**src/rtl/score_keeper.sv**
```systemverilog
// score_keeper: turns goal levels into saturating scores with a timed serve pause and a win freeze
module score_keeper #(
    parameter int unsigned WIN_SCORE      = 5,
    parameter int unsigned SERVE_DELAY_MS = 1000
) (
    input  logic       clk,
    input  logic       reset,
    input  logic       clk_1ms,
    input  logic       goal_p1,
    input  logic       goal_p2,
    input  logic [1:0] gstate,
    output logic [3:0] p1_score,
    output logic [3:0] p2_score,
    output logic       serve_hold,
    output logic       goal_pulse,
    output logic       last_scorer
);
    typedef enum logic [1:0] {IDLE, PLAY, HOLD, OVER} state_t;

    localparam logic [3:0]  WIN   = 4'(WIN_SCORE);
    localparam logic [15:0] DELAY = 16'(SERVE_DELAY_MS);

    state_t      state_q, state_d;
    logic [2:0]  sync_q, sync_d, prev_q, prev_d;
    logic [3:0]  p1_q, p1_d, p2_q, p2_d;
    logic [15:0] cnt_q, cnt_d;
    logic        pulse_q, pulse_d, last_q, last_d;
    logic        ev1, ev2, tick;

    // Sample the async-ish levels once, keep the previous sample, and derive rising-edge events
    always_comb begin
        sync_d = {clk_1ms, goal_p2, goal_p1};
        prev_d = sync_q;
        ev1    = sync_q[0] & ~prev_q[0];
        ev2    = sync_q[1] & ~prev_q[1];
        tick   = sync_q[2] & ~prev_q[2];
    end

    // Next-state and scoring; gstate overrides are resolved before the per-state behaviour
    always_comb begin
        state_d = state_q;
        p1_d    = p1_q;
        p2_d    = p2_q;
        cnt_d   = cnt_q;
        pulse_d = 1'b0;
        last_d  = last_q;
        if (gstate == 2'b00) begin
            state_d = IDLE;
            p1_d    = '0;
            p2_d    = '0;
            cnt_d   = '0;
            last_d  = 1'b0;
        end else if (gstate[1] && (state_q == PLAY || state_q == HOLD)) begin
            state_d = OVER;
        end else begin
            case (state_q)
                IDLE: begin
                    p1_d    = '0;
                    p2_d    = '0;
                    state_d = (gstate == 2'b01) ? PLAY : IDLE;
                end
                PLAY: begin
                    if (ev1 && ev2) begin
                        state_d = HOLD;
                        cnt_d   = DELAY;
                    end else if (ev1) begin
                        p1_d    = (p1_q < WIN) ? p1_q + 4'd1 : p1_q;
                        pulse_d = 1'b1;
                        last_d  = 1'b0;
                        state_d = (p1_q + 4'd1 >= WIN) ? OVER : HOLD;
                        cnt_d   = DELAY;
                    end else if (ev2) begin
                        p2_d    = (p2_q < WIN) ? p2_q + 4'd1 : p2_q;
                        pulse_d = 1'b1;
                        last_d  = 1'b1;
                        state_d = (p2_q + 4'd1 >= WIN) ? OVER : HOLD;
                        cnt_d   = DELAY;
                    end
                end
                HOLD: begin
                    if (tick) begin
                        cnt_d   = (cnt_q == 16'd0) ? 16'd0 : cnt_q - 16'd1;
                        state_d = (cnt_q <= 16'd1) ? PLAY : HOLD;
                    end
                end
                OVER: state_d = OVER;
            endcase
        end
    end

    // State registers with synchronous active-low reset
    always_ff @(posedge clk) begin
        if (!reset) begin
            state_q <= IDLE;
            sync_q  <= '0;
            prev_q  <= '0;
            p1_q    <= '0;
            p2_q    <= '0;
            cnt_q   <= '0;
            pulse_q <= 1'b0;
            last_q  <= 1'b0;
        end else begin
            state_q <= state_d;
            sync_q  <= sync_d;
            prev_q  <= prev_d;
            p1_q    <= p1_d;
            p2_q    <= p2_d;
            cnt_q   <= cnt_d;
            pulse_q <= pulse_d;
            last_q  <= last_d;
        end
    end

    assign p1_score    = p1_q;
    assign p2_score    = p2_q;
    assign serve_hold  = (state_q != PLAY);
    assign goal_pulse  = pulse_q;
    assign last_scorer = last_q;
endmodule

```
**config.mk**
```make
export PLATFORM = sky130hd
export DESIGN_NAME = score_keeper
export DESIGN_NICKNAME = d
export VERILOG_FILES = /design/src/rtl/score_keeper.sv
export SDC_FILE = /design/constraint.sdc
export NUM_CORES = 1
export LEC_CHECK = 0
export BUFFER_PORTS_ARGS = -buffer_cell sky130_fd_sc_hd__buf_2
export CAP_MARGIN = 20
export CORE_MARGIN = 1.5
export CORE_UTILIZATION = 50
export DETAILED_ROUTE_END_ITERATION = 10
export GPL_TIMING_DRIVEN = 0
export PLACE_DENSITY = 0.69
export SYNTH_ARGS = -nofsm -noshare
export SYNTH_HDL_FRONTEND = slang
export SYNTH_SLANG_ARGS = --single-unit
```
**constraint.sdc**
```tcl
create_clock -name clk -period 3.7 [get_ports clk]
set_input_delay 0.74 -clock clk [delete_from_list [all_inputs] [get_ports clk]]
set_output_delay 0.74 -clock clk [all_outputs]
set_load 0.005 [all_outputs]
```
==> flow_summary.yaml <==
yosys:
  async_flop_share_pct: 0
  avgSynthCellArea_um2: 8.31
  synth_top_area_cell: "dfxtp_1"
  ys_types: 53
  synth_area_leaders: "dfxtp_1 (33%), ha_1 (9.1%), a21oi_1 (5.8%), o21ai_1 (3.9%), nor2_1 (3.6%)"
  yosysSeqAreaShare_pct: 33.0
  synth_area_um2: 2060
  ys.flop_type: "dfxtp_1"
  ys_ff_latch: 34
  syn-instance-count: 248
  synth.top_cell.area_share_pct: 33.0
  syn-num-nets: 270
  synth_edf_count: 0
  yosys_warnings: 0
timing:
  worstMarginPinSlew_ns: 0.761
  fin_setup_tns_ns: 0
  setup_viol: 0
  fin_crit_ns: 2.65
  slew_headroom_pct: 49.2
  fmax_mhz: 378
  fin_skew_ns: 0.00788
  rsz0062_at_grt: "no"
  maxSlewViolCount: 0
  holdWs_ns: 0.454
  finalCritPeriodShare_pct: 71.6
  finalHoldViolCount: 0
setup_path:
  crit_type: "reg2reg"
  worstReg2RegStart: "prev_q[0]"
  reg2regPathDepth: 8
  cp_num_buf_inv: 1
  crit_path_start_kind: "flip-flop"
  cpMaxStageDelayCell: "or2_2"
  crit_chain: "and2b_1 -> inv_2 -> ha_1 -> and3b_1 -> a21oi_1 -> nand3b_2 -> or2_2 -> o41ai_1"
  r2r_setup_slack_ns: 1.05
  path_delay_family: "simple AND/OR/NAND/NOR gates"
  crit_arrival_ns: 2.84
  cp_slowest_stage_delay_ns: 0.43
  critPathRequiredTime_ns: 3.89
  r2r_end: "cnt_q[13]"
  crit_path_end_kind: "flip-flop"
  crit_fanout: 8
layout:
  multi_input_area_um2: 1250
  area_delta_synth_final_pct: 11.4
  nets: 293
  drive_above_1_share_pct: 14.7
  fill_cells: 392
  register_area_um2: 681
  antennaDiodeCount: 0
floorplanning:
  die_area_um2: 4520
  io_pins: 18
  coreArea_um2: 3970
  die_x_um: 67.2
  initial_core_util_pct: 51.9
  die_h_um: 67.2
  num_rows: 23
placed_design:
  port_buffers: 16
  place.detailed.hpwl_mm: 3.23
  place_congestion: 0.833
power_and_ir_drop:
  power.total_mw: 1.03
  leakagePower_nw: 0.956
  power_density_nw_per_um2: 447
  p_int_uw: 668
  switching_share_pct: 34.9
  clkPwrFrac_pct: 28.1
  p_comb_share_pct: 33.1
  p_seq_share_pct: 38.8
  power.net_switching_uw: 358
  ir_worst_vdd_mv: 0.262
cts:
  clk_pin_slew_worst_paths_ns: 0.07
  cts_tree: "yes"
  post_cts_resized: 0
  clock_latency_ns: 0.29
  post_cts_buffers: 0
  clock_path_buffers: 2
  clock_sinks: 34
  cts_max_level: 2
  cts_buffers: 5
  ctsHoldBuffers: 0
  cts-root-buf: "clkbuf_8"
drt:
  vias: 1852
  wire_per_inst_um: 13.8
  drtPass1Iterations: 4
  drtIter0Drc: 92
  via_per_inst: 5.75
  route.antenna.remaining_nets: 0
  wl_mm: 4.43
  drc_errors: 0
min_path:
  hold_class: "reg2reg"
  holdPathEnd: "prev_q[0]"
  min-delay-start: "prev_d[0]"
  hold_depth: 1
global_route:
  antenna_found_initial: 0
  grt_max_degree: 11
  first_global_vias: 1606
  gr-total-overflow: 0
  grt_pass1_wl_mm: 7.34
  grt_use_total_pct: 21.4
job:
  drv_cap: 0
status:
  outcome: "complete, no violations"
## registers in the layout, summed over array words and instances (netlist names)
name	cells
cnt_q	16
goal_pulse	1
last_scorer	1
p1_score	4
p2_score	4
prev_d	3
prev_q	3
state_q	2
## cells in the mapped netlist (all sizes together) (4+ instances only)
cell / number
a21oi: 24
and2: 7
buf: 4
clkbuf: 6
dfxtp: 34
ha: 15
inv: 20
nand2: 13
nand2b: 4
nand3: 5
nand4: 5
nor2: 20
nor3: 9
nor4: 5
o21ai: 24
or3: 5
or4: 8
xnor2: 4
## logic make-up (layout without fill, tap and decap cells)
| kind of cell | count (synthesis) | count (layout) | share of synthesized area, % |
|---|---|---|---|
| buffers and inverters | 30 | 54 | 6.44 |
| AOI/OAI and AO/OA | 71 | 71 | 23.0 |
| DFF | 34 | 34 | 33.0 |
| muxes | 1 | 1 | 0.486 |
| and+or+nand+nor | 93 | 93 | 26.2 |
| adders and majority gates | 15 | 15 | 9.11 |
| xor gates and xnor gates | 4 | 4 | 1.70 |
## worst max path at each step
stage / start / to / slack (ns) / cells past startpoint
after detailed placement: prev_q[0] / cnt_q[13] / 1.10 / 8
after global placement: prev_q[0] / cnt_q[13] / 1.17 / 8
after global routing: prev_q[0] / cnt_q[13] / 0.83 / 8
after floorplan: prev_q[0] / cnt_q[13] / 1.45 / 8
after CTS: prev_q[0] / cnt_q[13] / 1.08 / 8
final: prev_q[0] / cnt_q[13] / 1.05 / 8
## power by group through the flow
stage          Sequential, mW  Combinational, mW  Clock (mW)
2_1_floorplan           0.402              0.266           0
3_3_place_gp            0.406              0.331           0
3_5_place_dp            0.406              0.334           0
4_1_cts                 0.398              0.336       0.290
5_1_grt                 0.400              0.373       0.310
6_report                0.398              0.340       0.288
## cell type report
cell class,count,area share [%]
clock inverters,1,0.218
clock buffers,7,3.76
flip-flops and latches,34,29.7
repair buffers,16,3.49
inverters,20,3.27
well taps,50,2.73
multi-input cells,184,54.4
plain buffers,10,2.51
## routing by layer
| layer | GRT usage (%) | part of all wire (%) | up-vias |
|---|---|---|---|
| met4 | 7.40 | 1.2 | 0 |
| met5 | 0 | 0 | - |
| met3 | 5.00 | 3.1 | 7 |
| met2 | 31.7 | 46 | 28 |
| li1 | - | - | 948 |
| met1 | 30.4 | 50 | 869 |
## worst register-to-register path, cell delays in order, from the launching register on
cell	delay (ns)
dfxtp_1	0.29
and2b_1	0.31
inv_2	0.10
ha_1	0.22
and3b_1	0.22
a21oi_1	0.40
nand3b_2	0.28
or2_2	0.43
o41ai_1	0.30
## cell usage in the layout, fill, tap and decap left out, drive strengths merged, types with 2 or more instances in the layout
cell type   n
clkbuf     13
o41ai       3
a2111oi     3
xnor2       4
and2        7
nand4       5
inv        20
a31oi       3
or3         5
dfxtp      34
nand2b      4
o21ai      24
nor4        5
or4         8
ha         15
nor2       20
nand3       5
nand2      13
nor3        9
a32o        3
a21oi      24
o221a       2
nor2b       2
buf        20
or2         3
## through the flow
step	instances	area [um2]	utilization [%]	setup slack, ns
3_5_place_dp	314	2200	55.5	1.10
2_1_floorplan	248	2060	-	1.45
3_3_place_gp	314	2200	55.5	1.17
5_1_grt	322	2290	57.8	0.830
4_1_cts	322	2290	57.8	1.08
6_report	322	2290	57.8	1.05
Note: power is estimated with default switching activity, not from simulation.
